File: src/rtl/vid_frmbuf_ctrl_slave.sv
// vid_frmbuf_ctrl_slave: AXI4-Lite control/config slave for the video
// frame-buffer fetch core. Holds user geometry/format/plane registers and
// copies them to the shadowed cfg_* outputs when the core accepts a start.
// Ports: clk, reset (sync, active-high); AXI4-Lite s_aw*/s_w*/s_b*/s_ar*/s_r*;
//   core handshake ap_start (out), ap_ready/ap_done/ap_idle (in);
//   cfg_width/cfg_height/cfg_stride/cfg_format/cfg_plane1 (out); irq (out).
// Option: define VFB_IRQ_EN to add GIE/IER/ISR at 0x04/0x08/0x0C and drive irq.
module vid_frmbuf_ctrl_slave #(
   parameter int ADDR_W = 6,
   parameter int DIM_W  = 16,
   parameter int FMT_W  = 6
) (
   input  logic              clk,
   input  logic              reset,
   input  logic [ADDR_W-1:0] s_awaddr,
   input  logic              s_awvalid,
   output logic              s_awready,
   input  logic [31:0]       s_wdata,
   input  logic [3:0]        s_wstrb,
   input  logic              s_wvalid,
   output logic              s_wready,
   output logic [1:0]        s_bresp,
   output logic              s_bvalid,
   input  logic              s_bready,
   input  logic [ADDR_W-1:0] s_araddr,
   input  logic              s_arvalid,
   output logic              s_arready,
   output logic [31:0]       s_rdata,
   output logic [1:0]        s_rresp,
   output logic              s_rvalid,
   input  logic              s_rready,
   output logic              ap_start,
   input  logic              ap_ready,
   input  logic              ap_done,
   input  logic              ap_idle,
   output logic [DIM_W-1:0]  cfg_width,
   output logic [DIM_W-1:0]  cfg_height,
   output logic [DIM_W-1:0]  cfg_stride,
   output logic [FMT_W-1:0]  cfg_format,
   output logic [31:0]       cfg_plane1,
   output logic              irq
);
   localparam int WA_W = ADDR_W - 2;
   localparam logic [WA_W-1:0] A_CTRL   = WA_W'(0);
   localparam logic [WA_W-1:0] A_WIDTH  = WA_W'(4);
   localparam logic [WA_W-1:0] A_HEIGHT = WA_W'(6);
   localparam logic [WA_W-1:0] A_STRIDE = WA_W'(8);
   localparam logic [WA_W-1:0] A_FORMAT = WA_W'(10);
   localparam logic [WA_W-1:0] A_PLANE1 = WA_W'(12);
`ifdef VFB_IRQ_EN
   localparam logic [WA_W-1:0] A_GIE    = WA_W'(1);
   localparam logic [WA_W-1:0] A_IER    = WA_W'(2);
   localparam logic [WA_W-1:0] A_ISR    = WA_W'(3);
   logic       gie;
   logic [1:0] ier;
   logic [1:0] isr;
   logic       irq_q;
`endif
   localparam logic [1:0] RESP_OK  = 2'b00;
   localparam logic [1:0] RESP_ERR = 2'b10;

   typedef enum logic {W_IDLE, W_RESP} wstate_t;
   typedef enum logic {R_IDLE, R_DATA} rstate_t;
   wstate_t wstate, wstate_nx;
   rstate_t rstate, rstate_nx;

   logic            aw_got, w_got;
   logic [WA_W-1:0] aw_word;
   logic [31:0]     w_data;
   logic [3:0]      w_strb;
   logic            aw_hs, w_hs, ar_hs, wr_fire, wr_ok;
   logic [WA_W-1:0] wa, ra;
   logic [31:0]     wd, rd_val;
   logic [3:0]      ws;
   logic            ap_start_q, auto_restart, done_q;
   logic [DIM_W-1:0] width_r, height_r, stride_r;
   logic [FMT_W-1:0] format_r;
   logic [31:0]      plane1_r;
   logic             unused_ok;

   function automatic logic [31:0] merge(input logic [31:0] old,
                                         input logic [31:0] d,
                                         input logic [3:0]  s);
      logic [31:0] r;
      for (int i = 0; i < 4; i++)
         r[8*i +: 8] = s[i] ? d[8*i +: 8] : old[8*i +: 8];
      return r;
   endfunction

   function automatic logic mapped(input logic [WA_W-1:0] a);
      logic m;
      case (a)
         A_CTRL, A_WIDTH, A_HEIGHT,
         A_STRIDE, A_FORMAT, A_PLANE1: m = 1'b1;
`ifdef VFB_IRQ_EN
         A_GIE, A_IER, A_ISR:         m = 1'b1;
`endif
         default:                      m = 1'b0;
      endcase
      return m;
   endfunction

   // address LSBs select bytes within a word and are not decoded
   assign unused_ok = ^{s_awaddr[1:0], s_araddr[1:0]};

   assign aw_hs = s_awvalid && s_awready;
   assign w_hs  = s_wvalid && s_wready;
   assign ar_hs = s_arvalid && s_arready;

   // a beat captured earlier takes precedence over the live bus
   assign wa = aw_got ? aw_word : s_awaddr[ADDR_W-1:2];
   assign wd = w_got ? w_data : s_wdata;
   assign ws = w_got ? w_strb : s_wstrb;
   assign wr_fire = (wstate == W_IDLE) &&
                    (aw_got || aw_hs) && (w_got || w_hs);
   assign wr_ok = mapped(wa);
   assign ra = s_araddr[ADDR_W-1:2];

   // ---- write FSM ----
   always_ff @(posedge clk) begin
      if (reset) wstate <= W_IDLE;
      else       wstate <= wstate_nx;
   end

   always_comb begin
      wstate_nx = wstate;
      case (wstate)
         W_IDLE:  if (wr_fire)  wstate_nx = W_RESP;
         W_RESP:  if (s_bready) wstate_nx = W_IDLE;
         default:               wstate_nx = W_IDLE;
      endcase
   end

   always_comb begin
      s_awready = 1'b0;
      s_wready  = 1'b0;
      s_bvalid  = 1'b0;
      if (!reset) begin
         case (wstate)
            W_IDLE: begin
               s_awready = !aw_got;
               s_wready  = !w_got;
            end
            W_RESP:  s_bvalid = 1'b1;
            default: ;
         endcase
      end
   end

   always_ff @(posedge clk) begin
      if (reset) begin
         aw_got  <= 1'b0;
         w_got   <= 1'b0;
         aw_word <= '0;
         w_data  <= '0;
         w_strb  <= '0;
         s_bresp <= RESP_OK;
      end else if (wr_fire) begin
         aw_got  <= 1'b0;
         w_got   <= 1'b0;
         s_bresp <= wr_ok ? RESP_OK : RESP_ERR;
      end else begin
         if (aw_hs) begin
            aw_got  <= 1'b1;
            aw_word <= s_awaddr[ADDR_W-1:2];
         end
         if (w_hs) begin
            w_got  <= 1'b1;
            w_data <= s_wdata;
            w_strb <= s_wstrb;
         end
      end
   end

   // ---- read FSM ----
   always_ff @(posedge clk) begin
      if (reset) rstate <= R_IDLE;
      else       rstate <= rstate_nx;
   end

   always_comb begin
      rstate_nx = rstate;
      case (rstate)
         R_IDLE:  if (ar_hs)    rstate_nx = R_DATA;
         R_DATA:  if (s_rready) rstate_nx = R_IDLE;
         default:               rstate_nx = R_IDLE;
      endcase
   end

   always_comb begin
      s_arready = !reset && (rstate == R_IDLE);
      s_rvalid  = !reset && (rstate == R_DATA);
   end

   always_comb begin
      rd_val = '0;
      case (ra)
         A_CTRL:   rd_val = {24'b0, auto_restart, 4'b0,
                             ap_idle, done_q, ap_start_q};
         A_WIDTH:  rd_val = 32'(width_r);
         A_HEIGHT: rd_val = 32'(height_r);
         A_STRIDE: rd_val = 32'(stride_r);
         A_FORMAT: rd_val = 32'(format_r);
         A_PLANE1: rd_val = plane1_r;
`ifdef VFB_IRQ_EN
         A_GIE:    rd_val = {31'b0, gie};
         A_IER:    rd_val = {30'b0, ier};
         A_ISR:    rd_val = {30'b0, isr};
`endif
         default:  rd_val = '0;
      endcase
   end

   always_ff @(posedge clk) begin
      if (reset) begin
         s_rdata <= '0;
         s_rresp <= RESP_OK;
      end else if (ar_hs) begin
         s_rdata <= rd_val;
         s_rresp <= mapped(ra) ? RESP_OK : RESP_ERR;
      end
   end

   // ---- registers, start/done handshake, config shadow ----
   always_ff @(posedge clk) begin
      if (reset) begin
         ap_start_q   <= 1'b0;
         auto_restart <= 1'b0;
         done_q       <= 1'b0;
         width_r      <= '0;
         height_r     <= '0;
         stride_r     <= '0;
         format_r     <= '0;
         plane1_r     <= '0;
         cfg_width    <= '0;
         cfg_height   <= '0;
         cfg_stride   <= '0;
         cfg_format   <= '0;
         cfg_plane1   <= '0;
      end else begin
         if (ap_start_q && ap_ready) begin
            cfg_width  <= width_r;
            cfg_height <= height_r;
            cfg_stride <= stride_r;
            cfg_format <= format_r;
            cfg_plane1 <= plane1_r;
            if (!auto_restart) ap_start_q <= 1'b0;
         end
         // a done event beats the clear-on-read of the same cycle
         if (ap_done)
            done_q <= 1'b1;
         else if (ar_hs && ra == A_CTRL)
            done_q <= 1'b0;
         if (wr_fire && wr_ok) begin
            case (wa)
               A_CTRL: if (ws[0]) begin
                  if (wd[0]) ap_start_q <= 1'b1;
                  auto_restart <= wd[7];
               end
               A_WIDTH:  width_r  <= DIM_W'(merge(32'(width_r), wd, ws));
               A_HEIGHT: height_r <= DIM_W'(merge(32'(height_r), wd, ws));
               A_STRIDE: stride_r <= DIM_W'(merge(32'(stride_r), wd, ws));
               A_FORMAT: format_r <= FMT_W'(merge(32'(format_r), wd, ws));
               A_PLANE1: plane1_r <= merge(plane1_r, wd, ws);
               default: ;
            endcase
         end
      end
   end

   assign ap_start = ap_start_q;

`ifdef VFB_IRQ_EN
   always_ff @(posedge clk) begin
      if (reset) begin
         gie   <= 1'b0;
         ier   <= 2'b00;
         isr   <= 2'b00;
         irq_q <= 1'b0;
      end else begin
         if (wr_fire && wa == A_GIE && ws[0]) gie <= wd[0];
         if (wr_fire && wa == A_IER && ws[0]) ier <= wd[1:0];
         isr <= (isr ^ ((wr_fire && wa == A_ISR && ws[0]) ?
                        wd[1:0] : 2'b00))
              | {ap_start_q & ap_ready, ap_done};
         irq_q <= gie & |(ier & isr);
      end
   end
   assign irq = irq_q;
`else
   assign irq = 1'b0;
`endif

endmodule

File: config.mk
export PLATFORM = sky130hd
export DESIGN_NAME = vid_frmbuf_ctrl_slave
export DESIGN_NICKNAME = d
export VERILOG_FILES = /design/src/rtl/vid_frmbuf_ctrl_slave.sv
export SDC_FILE = /design/constraint.sdc
export NUM_CORES = 1
export LEC_CHECK = 0
export CELL_PAD_IN_SITES_DETAIL_PLACEMENT = 1
export CELL_PAD_IN_SITES_GLOBAL_PLACEMENT = 1
export CORE_MARGIN = 10
export CORE_UTILIZATION = 35
export CTS_CLUSTER_DIAMETER = 40
export DETAILED_ROUTE_END_ITERATION = 6
export GPL_ROUTABILITY_DRIVEN = 1
export HOLD_SLACK_MARGIN = 0.12
export MAX_ROUTING_LAYER = met4
export PLACE_DENSITY_LB_ADDON = 0.3
export SYNTH_ARGS = -nofsm -noshare
export SYNTH_HDL_FRONTEND = slang
export SYNTH_SLANG_ARGS = --single-unit
export TNS_END_PERCENT = 30
File: constraint.sdc
create_clock -name clk -period 5.5 [get_ports clk]
set_input_delay 1.65 -clock clk [delete_from_list [all_inputs] [get_ports clk]]
set_output_delay 1.65 -clock clk [all_outputs]
set_load 0.1 [all_outputs]
==> key figures, run 1 <==
Critical path
  • Worst Setup SP: reset
  • CP Capture Type: output port
  • CP Max Fanout: 24
  • Startpoint class of the critical path: primary input
  • Flop2flop setup slack: 2.45 ns
  • Capture point of the critical path: s_awready
  • Depth of the worst register-to-register path: 4
  • FF-to-FF Start: aw_got$_SDFFE_PP0P_
  • Critical path arrival: 2.54 ns
  • WS Path Type: in2out
  • Reg-to-Reg End: width_r[12]$_SDFFE_PP0P_
  • Required @ worst endpoint: 3.85 ns

Drt
  • Vias per cell: 5.16
  • DR vias: 8965
  • Detail Route Antenna Nets: 0
  • # DRC: 0
  • Final wirelength: 34600 µm
  • Pre-Repair DR Iteration Count: 4
  • DR WL/cell: 19.9 µm
  • Initial drt markers: 375

Pwr
  • LEAKAGE: 5.14 nW
  • Pint: 3.77 mW
  • Seq pwr share: 0.381
  • VDD IR-drop max: 0.165 mV
  • Pwr/cell area: 354 nW/µm²
  • Switching power: 1.14 mW
  • Comb power frac: 0.063
  • Switching share of total power: 0.232
  • Clk pwr share: 0.556

Die
  • Die ar.: 36800 µm²
  • Die Span Y: 192 µm
  • Top Ports: 187
  • Row Count: 62
  • Die width: 192 µm
  • Initial Util: 0.358
  • Core area: 28900 µm²

Timing
  • Slew HR: 0.295
  • Max Fclk: 0.239 GHz
  • Fin Setup TNS: 0 ns
  • Clk_skew: 0.0253 ns
  • Slew of the pin with the lowest slew margin: 1.05 ns
  • Final slew viol count: 0
  • Crit share post-route: 0.761
  • Fin. Hold Viols: 0
  • Final setup vio count: 0
  • RSZ-0062 raised after global routing: no
  • Time the worst path needs with I/O delays and setup: 4.19 ns

Min path
  • Hold path startpoint: s_rdata[4]$_SDFFE_PP0P_
  • Worst hold path type: reg2reg

Finish
  • Final #Nets: 1378
  • Layout area overhead: 34.0%
  • Filler instances: 3301
  • Fraction of layout instances using a drive strength above 1: 0.123
  • Post-route core utilization: 0.479

Synthesis
  • Post-synthesis cell type count: 61
  • Adder-cell share of the synthesized area: 0
  • Multiplexer share of the synthesized area: 0.135
  • YS warnings: 0
  • Largest family of logic cells by synthesized area: simple AND/OR/NAND/NOR gates
  • Compound-cell area share of the yosys netlist: 0.144
  • Number of synthesized flops with an enable pin: 0
  • Post-synthesis xor/xnor area fraction: 0.00169
  • Sequential fraction of the synthesis area: 0.489
  • Synth Area per Inst: 8.89 µm²
  • Post-synthesis register bit count: 253
  • Ys flop type: dfxtp_1
  • Synth Area in Simple Gates: 0.189
  • Synthesized area: 10300 µm²
  • Synth async-reset ratio: 0
  • Synthesized instance count: 1164

CTS
  • H-tree depth: 2
  • CTS Root Cell: clkbuf_16
  • Clock-pin slew on the worst setup and hold paths: 0.05 ns
  • CTS max path bufs: 3
  • Worst skew pair latency: 0.52 ns
  • Postcts setup bufs: 0
  • TritonCTS clock tree: yes
  • Clk sinks: 253
  • Total CTS buffers: 41
  • PostCTS Resize Cnt: 0
  • Hold buffer count at cts: 0

Placement
  • Port-buffer cells: 179
  • Detailed Place HPWL: 23700 µm
  • Routability cong.: 0.817

Job
  • Max-cap viol count: 0

Global route
  • Total grt overflow: 0
  • Met2 usage: 0.319
  • All-layer global routing usage: 0.190
  • First-pass GRT wire length: 54000 µm
  • Antenna violations before repair: 2
  • Largest net degree at the start of global routing: 69
  • Layer with the highest usage: met2
  • Number of global-route vias before repair: 9513
  • Met1 GRT Util: 0.226
  • Met3 Resource Use GR: 0.0412

Run status
  • Outcome: complete, no violations
worst min-delay path by stage:
stage / cells after the start / to / slack (ns)
after floorplan: 2 / w_data[0]$_SDFFE_PP0P_ / 0.43
after global placement: 2 / w_data[5]$_SDFFE_PP0P_ / 0.44
after detailed placement: 2 / s_rdata[4]$_SDFFE_PP0P_ / 0.45
after CTS: 2 / w_data[11]$_SDFFE_PP0P_ / 0.45
after global routing: 2 / s_rdata[4]$_SDFFE_PP0P_ / 0.46
final: 2 / s_rdata[4]$_SDFFE_PP0P_ / 0.45
cell families (layout without fill, tap and decap cells):
family / count (synthesis) / in the layout
xor+xnor: 2 / 2
buf+inv: 93 / 277
simple gates: 442 / 442
mux: 132 / 132
other cells: 1 / 5
compound gates: 241 / 241
flops: 253 / 253
per-layer routing:
metal	part of all wire	wire [µm]	vias to the layer above
met5	0	0	-
met4	0.019	650	0
met3	0.056	1950	48
met2	0.49	16900	195
met1	0.44	15000	4395
li1	-	-	4327
flip-flops by register name (all words and copies together), names as in the netlist, 4 cells and up:
register / flops
w_strb: 4
cfg_plane1: 32
cfg_format: 6
cfg_stride: 16
cfg_width: 16
s_rdata: 32
plane1_r: 32
width_r: 16
height_r: 16
aw_word: 4
w_data: 32
cfg_height: 16
stride_r: 16
format_r: 6
synth_stat cells (3+ instances only):
cell | count | area (µm²)
nand4b_1 | 3 | 26.3
and3_1 | 3 | 18.8
nor2_1 | 17 | 63.8
nor2b_1 | 3 | 18.8
and2_1 | 4 | 25.0
buf_6 | 3 | 33.8
a22o_1 | 32 | 280
and3b_1 | 4 | 35.0
buf_1 | 12 | 45.0
nand2b_1 | 7 | 43.8
mux2i_1 | 88 | 881
o21ai_0 | 21 | 105
or3_1 | 10 | 62.6
a21oi_1 | 142 | 711
o31ai_1 | 3 | 22.5
buf_4 | 6 | 45.0
nor3_1 | 12 | 60.1
inv_1 | 4 | 15.0
nand2_1 | 347 | 1300
o221a_2 | 3 | 33.8
buf_2 | 18 | 90.1
dfxtp_1 | 253 | 5060
clkbuf_1 | 49 | 184
nor3b_1 | 4 | 30.0
a31oi_1 | 9 | 56.3
mux2_2 | 42 | 473
nor4_1 | 9 | 56.3
a22oi_1 | 11 | 82.6
through the flow:
stage | total power [mW] | instances | worst slack, ns | hold WS, ns | instance area [µm²]
after global routing | 5.09 | 1736 | 1.27 | 0.464 | 13900
after CTS | 4.97 | 1734 | 1.31 | 0.453 | 13900
after floorplan | 2.11 | 1166 | 0.397 | 0.433 | 10400
final | 4.91 | 1736 | 1.31 | 0.449 | 13900
after detailed placement | 2.22 | 1661 | 1.24 | 0.447 | 12400
after global placement | 2.22 | 1661 | 1.33 | 0.439 | 12400
power groups by stage:
stage	clock, mW	sequential (mW)	combinational [mW]
floorplan	0	1.91	0.201
global placement	0	1.91	0.307
detailed placement	0	1.91	0.311
CTS	2.79	1.87	0.313
global route	2.89	1.87	0.334
finish	2.73	1.87	0.310
final cells by class:
type / instances / area [µm²] / share of cell area
Sequential cell: 253 / 5070 / 0.365
Multi-Input combinational cell: 820 / 4890 / 0.353
Timing Repair Buffer: 199 / 1940 / 0.140
Clock buffer: 51 / 1150 / 0.0826
Tap cell: 384 / 480 / 0.0346
Clock inverter: 22 / 320 / 0.0231
Inverter: 5 / 18.8 / 0.00135
Antenna cell: 2 / 5.00 / 0.000361
worst max-delay path, cell delays in order:
cell	delay [ns]
buf_4	0.23
nor3_2	0.41
buf_12	0.23
cells in the final DEF, fill, tap and decap left out, types with 7 or more instances in the layout:
master / Yosys / layout
a21oi_1: 142 / 142
a22o_1: 32 / 32
a22oi_1: 11 / 11
a31oi_1: 9 / 9
buf_4: 6 / 25
bufinv_16: 0 / 7
clkbuf_16: 0 / 43
clkdlybuf4s50_1: 0 / 173
dfxtp_1: 253 / 252
mux2_2: 42 / 42
mux2i_1: 88 / 88
nand2_1: 347 / 346
nand2b_1: 7 / 7
nor2_1: 17 / 16
nor3_1: 12 / 11
nor4_1: 9 / 9
o21ai_0: 21 / 21
or3_1: 10 / 10
Note: power is estimated with default switching activity, not from simulation.
==> run 2, diff against run 1 <==
Clock period 5.5 ns to 3.7 ns, I/O delays scaled along.
==> run 2 against run 1 <==
Effect of this change: total power grew 46%; first-iteration DRC count grew 3.7%; routed wire length increased by 0.79%; sequential cell count did not move; clock skew increased by 0.0097 ns; critical path depth unchanged; largest cell class unchanged.
==> key figures, run 2 (synthesis gave the netlist of run 1 again) <==
Timing
  • Fin Setup TNS: 0 ns (unchanged)
  • Slew of the pin with the lowest slew margin: 1.08 ns (+0.0243 ns)
  • Time the worst path needs with I/O delays and setup: 3.08 ns
  • Hold slack: 0.452 ns (+0.00292 ns)
  • Max Fclk: 0.324 GHz
  • Clk_skew: 0.0350 ns (+0.00968 ns)
  • Slew HR: 0.281 (-0.0140)
  • Setup ws final: 0.618 ns (-0.696 ns)
  • Final setup vio count: 0 (unchanged)
  • Final slew viol count: 0 (unchanged)
  • Crit share post-route: 0.833
  • RSZ-0062 raised after global routing: no
  • Fin. Hold Viols: 0 (unchanged)

Finish
  • Fraction of layout instances using a drive strength above 1: 0.216 (+0.0935)
  • Final non-filler cell total: 1743 (+0.40%)
  • Filler instances: 3330 (+0.88%)
  • Layout area overhead: 32.3%
  • Final #Nets: 1387 (+0.65%)
  • Most frequent cells in the layout: nand2_1, dfxtp_1, buf_4, a21oi_1, mux2i_1
  • Most common cell after layout, fill and taps aside: nand2_1

Critical path
  • WS Path Type: in2out
  • Critical path arrival: 1.97 ns (-0.57 ns)
  • Startpoint class of the critical path: primary input
  • CP Capture Type: output port
  • CP Max Fanout: 21 (-13%)
  • Slowest cell delay on critical path: 0.40 ns (about the same)
  • CP max-delay cell: nor3_2
  • Required @ worst endpoint: 2.59 ns (-1.26 ns)
  • Critical-path cell list: buf_4 -> nor3_2 -> buf_12

Drt
  • Pre-Repair DR Iteration Count: 7 (+3)
  • Detail Route Antenna Nets: 0 (unchanged)
  • Vias per cell: 5.15 (-0.23%)
  • Initial drt markers: 389 (+3.7%)
  • # DRC: 0 (unchanged)
  • Final wirelength: 34800 µm (+0.79%)
  • DR vias: 8980 (+0.17%)
  • DR WL/cell: 20.0 µm (+0.39%)

CTS
  • Clock-pin slew on the worst setup and hold paths: 0.05 ns (about the same)
  • CTS Root Cell: clkbuf_16
  • Hold buffer count at cts: 0 (unchanged)
  • Total CTS buffers: 40 (-2.4%)
  • TritonCTS clock tree: yes
  • H-tree depth: 2 (unchanged)
  • Worst skew pair latency: 0.53 ns (about the same)
  • Postcts setup bufs: 0 (unchanged)
  • CTS max path bufs: 3 (unchanged)
  • Clk sinks: 253 (unchanged)
  • PostCTS Resize Cnt: 0 (unchanged)

Global route
  • Number of global-route vias before repair: 9590 (+0.81%)
  • Total grt overflow: 0 (unchanged)
  • First-pass GRT wire length: 54300 µm (+0.45%)
  • All-layer global routing usage: 0.191 (+0.000728)
  • Antenna violations before repair: 1 (-1)
  • Largest net degree at the start of global routing: 48 (-30%)

Placement
  • Detailed Place HPWL: 24500 µm (+3.6%)
  • Routability cong.: 0.831 (+1.8%)
  • Dpl ws: 0.479 ns (-0.758 ns)
  • Port-buffer cells: 179 (unchanged)
  • Placed cells: 1671 (+0.60%)

Run status
  • Outcome: complete, no violations

Die
  • Initial Util: 0.358 (unchanged)
  • Row Count: 62 (unchanged)
  • Die width: 192 µm (unchanged)
  • Core area: 28900 µm² (unchanged)
  • Die Span Y: 192 µm (unchanged)
  • Top Ports: 187 (unchanged)
  • Die ar.: 36800 µm² (unchanged)

Pwr
  • LEAKAGE: 5.45 nW (+6.0%)
  • Pwr/cell area: 525 nW/µm² (+48%)
  • VDD IR-drop max: 0.302 mV (+83%)

Min path
  • Worst hold path type: reg2reg

Job
  • Max-cap viol count: 0 (unchanged)
-- run 2: area by class of cell --
class	instances	area, µm²	area share
antenna	1	2.50	0.000183
clock buffer	59	1210	0.0887
clock inverter	12	203	0.0148
inverter	5	18.8	0.00137
multi-input combinational	820	4910	0.358
sequential	253	5070	0.370
tap	384	480	0.0351
timing repair buffer	209	1800	0.131
-- run 2: worst paths after layout --
kind	depth (start not counted)	from	end	slack (ns)
hold / removal	2	w_data[1]$_SDFFE_PP0P_	w_data[1]$_SDFFE_PP0P_	0.45
hold reg to reg	2	w_data[1]$_SDFFE_PP0P_	w_data[1]$_SDFFE_PP0P_	0.45
setup reg to reg	4	aw_got$_SDFFE_PP0P_	plane1_r[21]$_SDFFE_PP0P_	1.20
setup / recovery	3	reset	s_awready	0.62
-- run 2: worst max-delay path, delay by kind of cell --
kind | cells | cell delay [ns]
buffers and inverters | 2 | 0.45
AND/OR/NAND/NOR | 1 | 0.40
-- run 2: metal layers --
metal / global-route usage / up-vias / routed length, µm
met3: 0.0386 / 46 / 1690
li1: - / 4352 / -
met4: 0.0490 / 0 / 553
met1: 0.225 / 4410 / 15200
met2: 0.325 / 172 / 17400
met5: - / - / 0
-- run 2: where the power goes --
group	total (mW)	switching [mW]	internal, mW	leakage, nW
Clock	3.92	1.31	2.61	0.695
Combinational	0.481	0.304	0.177	2.71
Sequential	2.78	0.0272	2.75	2.04
-- run 2: per-stage QoR --
step / util / total power [mW] / area [µm²]
after detailed placement: 0.424 / 3.32 / 12300
after global routing: 0.473 / 7.43 / 13700
after global placement: 0.424 / 3.31 / 12300
after floorplan: - / 3.13 / 10400
final: 0.473 / 7.18 / 13700
after CTS: 0.473 / 7.26 / 13700
==> run 3, diff against run 2 <==
Clock period 3.7 ns to 3.2 ns, I/O delays scaled along.
==> run 3 against run 2 <==
Effect of this change: combinational power grew 19%; count of clock-buffer cells in the layout shrank 12; sequential power grew 16%; first-iteration DRC count grew 8.2%; design area grew 1.2%; worst hold slack lost 0.0033 ns; total power grew 18%; via count grew 0.82%; clock power grew 19%; register-to-register slack lost 0.45 ns; critical path depth shrank 1; critical path type is now reg2out; critical endpoint unchanged; largest power group unchanged.
==> key figures, run 3 (synthesis gave the netlist of run 1 again) <==
CTS
  • Total CTS buffers: 41 (+2.5%)
  • H-tree depth: 2 (unchanged)
  • Postcts setup bufs: 0 (unchanged)
  • Clk sinks: 253 (unchanged)
  • CTS Root Cell: clkbuf_16
  • Hold buffer count at cts: 0 (unchanged)
  • Clock-pin slew on the worst setup and hold paths: 0.05 ns (about the same)
  • CTS max path bufs: 3 (unchanged)
  • Worst skew pair latency: 0.53 ns (about the same)
  • PostCTS Resize Cnt: 0 (unchanged)
  • TritonCTS clock tree: yes

Finish
  • Most frequent cells in the layout: nand2_1, dfxtp_1, buf_4, a21oi_1, mux2i_1
  • Layout area overhead: 33.8%
  • Final #Nets: 1396 (+0.65%)
  • Final non-filler cell total: 1754 (+0.63%)
  • Ant diodes: 0 (-1)
  • Most common cell after layout, fill and taps aside: nand2_1
  • Filler instances: 3328 (-0.060%)
  • Fraction of layout instances using a drive strength above 1: 0.229 (+0.0127)

Critical path
  • Startpoint class of the critical path: flop
  • CP Max Fanout: 23 (+9.5%)
  • Worst Setup SP: aw_got$_SDFFE_PP0P_
  • CP Capture Type: output port
  • WS Path Type: reg2out
  • Capture point of the critical path: s_awready
  • Depth of the worst register-to-register path: 4 (unchanged)
  • FF-to-FF Start: aw_got$_SDFFE_PP0P_
  • Flop2flop setup slack: 0.75 ns (-0.45 ns)
  • Critical path arrival: 1.82 ns (-0.15 ns)
  • Reg-to-Reg End: height_r[6]$_SDFFE_PP0P_
  • Required @ worst endpoint: 2.24 ns (-0.35 ns)

Pwr
  • Pwr/cell area: 611 nW/µm² (+16%)
  • VDD IR-drop max: 0.344 mV (+14%)
  • LEAKAGE: 5.52 nW (+1.3%)

Timing
  • RSZ-0062 raised after global routing: no
  • Crit share post-route: 0.870
  • Slew HR: 0.368 (+0.0868)
  • Fin. Hold Viols: 0 (unchanged)
  • Clk_skew: 0.0238 ns (-0.0112 ns)
  • Setup ws final: 0.417 ns (-0.200 ns)
  • Hold slack: 0.449 ns (-0.00328 ns)
  • Final setup vio count: 0 (unchanged)
  • Time the worst path needs with I/O delays and setup: 2.78 ns
  • Max Fclk: 0.359 GHz
  • Slew of the pin with the lowest slew margin: 0.947 ns (-0.131 ns)
  • Final slew viol count: 0 (unchanged)

Global route
  • Number of global-route vias before repair: 9625 (+0.36%)
  • All-layer global routing usage: 0.190 (-0.000544)
  • Antenna violations before repair: 0 (-1)
  • First-pass GRT wire length: 54400 µm (+0.23%)
  • Total grt overflow: 0 (unchanged)
  • Largest net degree at the start of global routing: 87 (+81%)

Die
  • Top Ports: 187 (unchanged)
  • Die Span Y: 192 µm (unchanged)
  • Initial Util: 0.358 (unchanged)
  • Core area: 28900 µm² (unchanged)
  • Die ar.: 36800 µm² (unchanged)
  • Row Count: 62 (unchanged)
  • Die width: 192 µm (unchanged)

Placement
  • Routability cong.: 0.819 (-1.5%)
  • Dpl ws: 0.233 ns (-0.246 ns)
  • Port-buffer cells: 179 (unchanged)
  • Detailed Place HPWL: 24200 µm (-1.5%)
  • Placed cells: 1679 (+0.48%)

Job
  • Max-cap viol count: 0 (unchanged)

Drt
  • Vias per cell: 5.16 (+0.19%)
  • Final wirelength: 34700 µm (-0.53%)
  • # DRC: 0 (unchanged)
  • DR WL/cell: 19.8 µm (-1.1%)
  • DR vias: 9054 (+0.82%)
  • Detail Route Antenna Nets: 0 (unchanged)
  • Pre-Repair DR Iteration Count: 4 (-3)
  • Initial drt markers: 421 (+8.2%)

Min path
  • Hold path startpoint: w_data[3]$_SDFFE_PP0P_
  • Worst hold path type: reg2reg

Run status
  • Outcome: complete, no violations
run 3: critical path: stages (launching register included):
cell	delay [ns]
dfxtp_1	0.94
nor3_4	0.15
buf_12	0.22
run 3: routing by layer:
layer / global-route usage / vias to the layer above / part of all wire
met1: 0.225 / 4470 / 0.43
met2: 0.325 / 176 / 0.50
met3: 0.0383 / 44 / 0.052
li1: - / 4364 / -
met5: - / - / 0
met4: 0.0439 / 0 / 0.016
run 3: how the worst min path moves through the flow:
stage / cells past startpoint / end / slack [ns]
floorplan: 2 / w_data[0]$_SDFFE_PP0P_ / 0.43
global placement: 2 / w_data[2]$_SDFFE_PP0P_ / 0.44
detailed placement: 2 / w_data[27]$_SDFFE_PP0P_ / 0.45
CTS: 2 / cfg_plane1[20]$_SDFFE_PP0N_ / 0.45
global route: 2 / cfg_plane1[22]$_SDFFE_PP0N_ / 0.47
finish: 2 / w_data[3]$_SDFFE_PP0P_ / 0.45
run 3: area by class of cell:
type	instances	area, µm²	area share
Clock inverter	28	367	0.0265
Sequential cell	253	5070	0.366
Inverter	5	18.8	0.00136
Timing Repair Buffer	217	1890	0.136
Tap cell	384	480	0.0347
Multi-Input combinational cell	820	4920	0.355
Clock buffer	47	1110	0.0800
run 3: per-stage QoR:
stage | setup TNS, ns | area, µm² | power, mW | utilization
floorplan | -0.0916 | 10400 | 3.63 | -
global placement | 0 | 12400 | 3.85 | 0.428
detailed placement | 0 | 12400 | 3.86 | 0.428
CTS | 0 | 13900 | 8.56 | 0.479
global route | 0 | 13900 | 8.76 | 0.479
finish | 0 | 13900 | 8.46 | 0.479
run 3: report_power, final:
| group | total (mW) | internal (mW) | switching, mW |
|---|---|---|---|
| registers | 3.22 | 3.18 | 0.0377 |
| clock network | 4.68 | 3.07 | 1.61 |
| logic | 0.570 | 0.216 | 0.354 |
| total | 8.46 | 6.46 | 2.00 |
